==> config.mk <==
export PLATFORM = sky130hd
export DESIGN_NAME = seq_magnitude_comparator
export DESIGN_NICKNAME = d
export VERILOG_FILES = /design/src/rtl/seq_magnitude_comparator.sv
export SDC_FILE = /design/constraint.sdc
export NUM_CORES = 1
export LEC_CHECK = 0
export BUFFER_PORTS_ARGS = -buffer_cell sky130_fd_sc_hd__buf_2
export CAP_MARGIN = 40
export CORE_ASPECT_RATIO = 1.4
export CORE_UTILIZATION = 49
export DETAILED_ROUTE_END_ITERATION = 12
export PLACE_DENSITY = 0.85
export SYNTH_ARGS = -nofsm -noshare
export SYNTH_HDL_FRONTEND = slang
export SYNTH_SLANG_ARGS = --single-unit
==> constraint.sdc <==
create_clock -name clk -period 1.8 [get_ports clk]
set_input_delay 0.36 -clock clk [delete_from_list [all_inputs] [get_ports clk]]
set_output_delay 0.36 -clock clk [all_outputs]
set_load 0.03 [all_outputs]
==> src/rtl/seq_magnitude_comparator.sv <==
// Multi-cycle magnitude comparator. Operands are compared DIGIT bits per
// clock, most-significant chunk first. The compare stops at the first chunk
// that differs. Signed operands are turned into offset-binary when they are
// captured, so one unsigned chunk compare serves both modes.
module seq_magnitude_comparator #(
    parameter  int unsigned WIDTH  = 16,
    parameter  int unsigned DIGIT  = 4,
    localparam int unsigned NCHUNK = WIDTH / DIGIT,
    localparam int unsigned CNTW   = $clog2(NCHUNK + 1)
) (
    input  logic             clk,
    input  logic             rst_n,
    input  logic             start,
    input  logic             signed_mode,
    input  logic [WIDTH-1:0] A,
    input  logic [WIDTH-1:0] B,
    output logic             busy,
    output logic             done,
    output logic [3:0]       R,
    output logic [CNTW-1:0]  cycles
);

    // Result encodings {NE, GT, EQ, LT}
    localparam logic [3:0] RES_LT = 4'b1001;
    localparam logic [3:0] RES_EQ = 4'b0010;
    localparam logic [3:0] RES_GT = 4'b1100;

    localparam logic [CNTW-1:0]  LAST_CHUNK = CNTW'(NCHUNK);
    localparam logic [WIDTH-1:0] MSB_MASK   = {1'b1, {(WIDTH-1){1'b0}}};

    typedef enum logic [1:0] {
        S_IDLE,
        S_RUN,
        S_DONE
    } state_t;

    state_t           state_q, state_d;
    logic [WIDTH-1:0] sa_q, sa_d;
    logic [WIDTH-1:0] sb_q, sb_d;
    logic [CNTW-1:0]  cnt_q, cnt_d;
    logic [3:0]       r_q, r_d;
    logic [CNTW-1:0]  cycles_q, cycles_d;

    logic [DIGIT-1:0] chunk_a;
    logic [DIGIT-1:0] chunk_b;
    logic [CNTW-1:0]  cnt_inc;
    logic [WIDTH-1:0] sign_flip;

    assign chunk_a   = sa_q[WIDTH-1 -: DIGIT];
    assign chunk_b   = sb_q[WIDTH-1 -: DIGIT];
    assign cnt_inc   = cnt_q + CNTW'(1);
    assign sign_flip = signed_mode ? MSB_MASK : '0;

    // State and datapath registers
    always_ff @(posedge clk or negedge rst_n) begin
        if (!rst_n) begin
            state_q  <= S_IDLE;
            sa_q     <= '0;
            sb_q     <= '0;
            cnt_q    <= '0;
            r_q      <= '0;
            cycles_q <= '0;
        end else begin
            state_q  <= state_d;
            sa_q     <= sa_d;
            sb_q     <= sb_d;
            cnt_q    <= cnt_d;
            r_q      <= r_d;
            cycles_q <= cycles_d;
        end
    end

    // Next-state, operand capture/shift and result decision.
    // The decision is written into the result register on the edge that
    // enters DONE, so R and cycles become visible together with done.
    always_comb begin
        state_d  = state_q;
        sa_d     = sa_q;
        sb_d     = sb_q;
        cnt_d    = cnt_q;
        r_d      = r_q;
        cycles_d = cycles_q;

        unique case (state_q)
            S_IDLE: begin
                if (start) begin
                    sa_d    = A ^ sign_flip;
                    sb_d    = B ^ sign_flip;
                    cnt_d   = '0;
                    state_d = S_RUN;
                end
            end

            S_RUN: begin
                cnt_d = cnt_inc;
                if (chunk_a != chunk_b) begin
                    r_d      = (chunk_a > chunk_b) ? RES_GT : RES_LT;
                    cycles_d = cnt_inc;
                    state_d  = S_DONE;
                end else if (cnt_inc == LAST_CHUNK) begin
                    r_d      = RES_EQ;
                    cycles_d = cnt_inc;
                    state_d  = S_DONE;
                end else begin
                    sa_d = sa_q << DIGIT;
                    sb_d = sb_q << DIGIT;
                end
            end

            S_DONE: begin
                // A start here is taken immediately so back-to-back
                // comparisons lose no cycle.
                state_d = S_IDLE;
                if (start) begin
                    sa_d    = A ^ sign_flip;
                    sb_d    = B ^ sign_flip;
                    cnt_d   = '0;
                    state_d = S_RUN;
                end
            end

            default: begin
                state_d = S_IDLE;
            end
        endcase
    end

    // Outputs
    always_comb begin
        busy   = (state_q == S_RUN);
        done   = (state_q == S_DONE);
        R      = r_q;
        cycles = cycles_q;
    end

endmodule

==> results.txt <==
Fmax = 563 MHz
Dominant cell type by area after synthesis = dfrtp_1
Die height = 82.3 µm
Worst hold slack = 0.113 ns
Sequential power share = 0.380
Clock latency on the worst-skew pair = 0.30 ns
Slew HR = 0.635
Syn nets = 216
# port buffers = 44
Switching pwr = 1460 µW
Max_cap viols = 0
Setup violations, final = 0
Status = complete, no violations
CTS tree = built
Combinational share of power = 0.448
Worst VDD drop = 857 µV
RSZ-0062 raised after global routing = true
Die span in x = 59.4 µm
Synth top cells by count = dfrtp_1, mux2_2, mux2_4, inv_1
Cts hold-fix bufs = 0
Clk buf depth = 2
Initial antenna violation count = 0
DR WL/cell = 14.1 µm
Post-layout net count = 274
Antenna-violating nets left = 0
Kind of critical path = reg2reg
Cell with the most instances after synthesis = dfrtp_1
Post-layout min period = 1.78 ns
Final wirelength = 4.12 mm
Leakage power = 0.00145 µW
GRT overflow = 0
Placement Rows = 28
Worst r2r src = sa_q[13]$_DFFE_PN0P_
Ranking of synthesized cells by area = dfrtp_1, mux2_2, mux2_4
Clk root buf = clkbuf_8
Max Clock Skew = 0.00896 ns
Fillers = 337
Gr usage total = 0.186
Internal Dissipation = 2950 µW
Pwr dens = 1590 nW/µm²
Mapped Cells = 174
Arrival time of the worst setup path = 1.97 ns
Worst Hold Class = in2async
Clock share of power = 0.171
Full die area = 4890 µm²
Cell Area, Placed = 2590 µm²
Vias/cell = 5.04
CP endpoint kind = flip-flop
Syn_area_per_cell = 13.0 µm²
GPL Wtd Cong = 0.727
Seq/Total Area, Yosys = 0.488
Cell Area, Synth = 2260 µm²
Post-synth top flop = dfrtp_1
Initial Util = 0.524
First-pass GRT wire length = 6.58 mm
Async S/R FF share, synth = 1.00
Synth cell types = 30
Area Overhead vs Synth = 23.2%
Register bit total from synthesis = 44
Drt first pass iters = 4
Reg-to-reg slack, setup = 0.02 ns
DP Wirelength = 2.75 mm
Fin. Hold Viols = 0
Tcrit/Tclk final = 0.987
Clk sink count = 44
Vias in the first global route = 1422
Clock transition at the registers of the reported paths = 0.08 ns
Core area = 4310 µm²
DRT iter0 DRCs = 31
Pin count of the biggest net entering global routing = 45
Slew Viols, Final = 0
Startpoint Class = flip-flop
Cell area after layout = 2780 µm²
Switching Share = 0.331
Vias = 1476
Reg2reg path depth = 6
Reg2reg end = sa_q[4]$_DFFE_PN0P_
Antenna Diode Count = 0
Post-synth top area share = 0.488
Layout cell share with drive strength beyond 1 = 0.498
# IOs = 45
Worst EP required = 1.99 ns
Critical path fanouts, max = 16
Drt drc = 0
Worst Tran Pin Value = 0.548 ns
H-tree Lvls = 2
Number of synthesized flops with an enable pin = 0
Ys Warns = 0
Cts bufs inserted = 5
## what timing repair did
item | 4_1_cts | 5_1_grt
pin swaps | 0 | 2
buffers inserted | 4 | 3
resized for setup | 2 | 3
endpoints found under the setup margin | 4 | 28
## layer usage
layer	wire [µm]	part of all wire	track usage
met4	81	0.020	0.0857
met2	2150	0.52	0.300
met3	137	0.033	0.0421
met5	0	0	0
met1	1750	0.43	0.236
## power groups by stage
stage	Sequential (µW)	Combinational (µW)	Clock, µW
3_3_place_gp	1660	1810	0
3_5_place_dp	1680	1850	0
2_1_floorplan	1720	1340	0
6_report	1680	1980	758
4_1_cts	1670	1910	771
5_1_grt	1730	2150	815
## flip-flops by register name, summed over array words and instances (netlist names)
name / cells
state_q: 2
cycles: 3
R: 4
sb_q: 16
cnt_q: 3
sa_q: 16
## layout by cell type (no fill, tap or decap)
cell	synthesis	final
a21oi_1	4	4
o2bb2ai_1	1	1
clkbuf_8	0	5
mux2i_1	8	8
buf_4	1	15
xor2_2	1	1
mux2_2	25	25
bufinv_16	0	1
nand4_1	1	1
a22o_1	1	1
nor2b_4	0	1
xnor2_1	4	4
nor2_1	2	2
a21oi_2	1	1
and3b_1	8	8
clkinv_2	0	1
o22ai_1	1	1
ha_4	0	1
mux2_1	2	1
a21oi_4	1	1
o21ai_0	4	4
buf_2	5	44
buf_6	1	1
nor2b_1	4	3
mux2_4	15	16
dfrtp_1	44	44
ha_1	6	5
nand3_1	1	1
and2_1	1	1
a21o_1	8	8
clkinvlp_4	0	1
inv_1	10	10
buf_12	0	2
nand2_1	7	7
nand2b_1	3	3
## worst max-delay path, cell delays in order, from the launching register on
cell	delay (ns)
dfrtp_1	0.40
ha_1	0.33
nand4_1	0.15
a21oi_2	0.07
a21oi_4	0.20
buf_12	0.18
mux2_2	0.33
## how the worst max path moves through the flow
stage                     slack (ns)  cells after the start                    to            startpoint
after detailed placement       -0.02                      6  sb_q[12]$_DFFE_PN0P_  cnt_q[0]$_DFFE_PN0P_
final                           0.02                      6   sa_q[4]$_DFFE_PN0P_  sa_q[13]$_DFFE_PN0P_
after CTS                       0.02                      6   sa_q[5]$_DFFE_PN0P_  sa_q[15]$_DFFE_PN0P_
after global routing           -0.04                      6   sa_q[6]$_DFFE_PN0P_  sa_q[13]$_DFFE_PN0P_
after floorplan                 0.01                      6  sb_q[12]$_DFFE_PN0P_  cnt_q[0]$_DFFE_PN0P_
after global placement          0.04                      6  sb_q[12]$_DFFE_PN0P_  cnt_q[0]$_DFFE_PN0P_
## layout make-up
cell class	count	area, µm²	share of cell area
Sequential cell	44	1100	0.396
Multi-Input combinational cell	109	1070	0.386
Timing Repair Buffer	62	384	0.138
Tap cell	60	75.1	0.0270
Clock buffer	5	68.8	0.0247
Clock inverter	3	42.5	0.0153
Inverter	10	37.5	0.0135
## cells by family after synthesis
group | Yosys count | synth area share
xor gates and xnor gates | 5 | 0.0227
DFF | 44 | 0.488
and+or+nand+nor | 27 | 0.0731
adders and majority gates | 6 | 0.0332
AOI/OAI and AO/OA | 21 | 0.0659
buffers and inverters | 21 | 0.0476
muxes | 50 | 0.270
## per-stage QoR
stage | utilization | TNS, ns | cells | power, µW | setup slack [ns]
2_1_floorplan | - | 0 | 174 | 3060 | 0.0103
3_3_place_gp | 0.601 | 0 | 278 | 3460 | 0.0413
3_5_place_dp | 0.601 | -0.0198 | 278 | 3530 | -0.0198
4_1_cts | 0.636 | 0 | 290 | 4350 | 0.0162
5_1_grt | 0.646 | -0.456 | 293 | 4700 | -0.0434
6_report | 0.646 | 0 | 293 | 4420 | 0.0241
(Power assumes the default switching activity.)
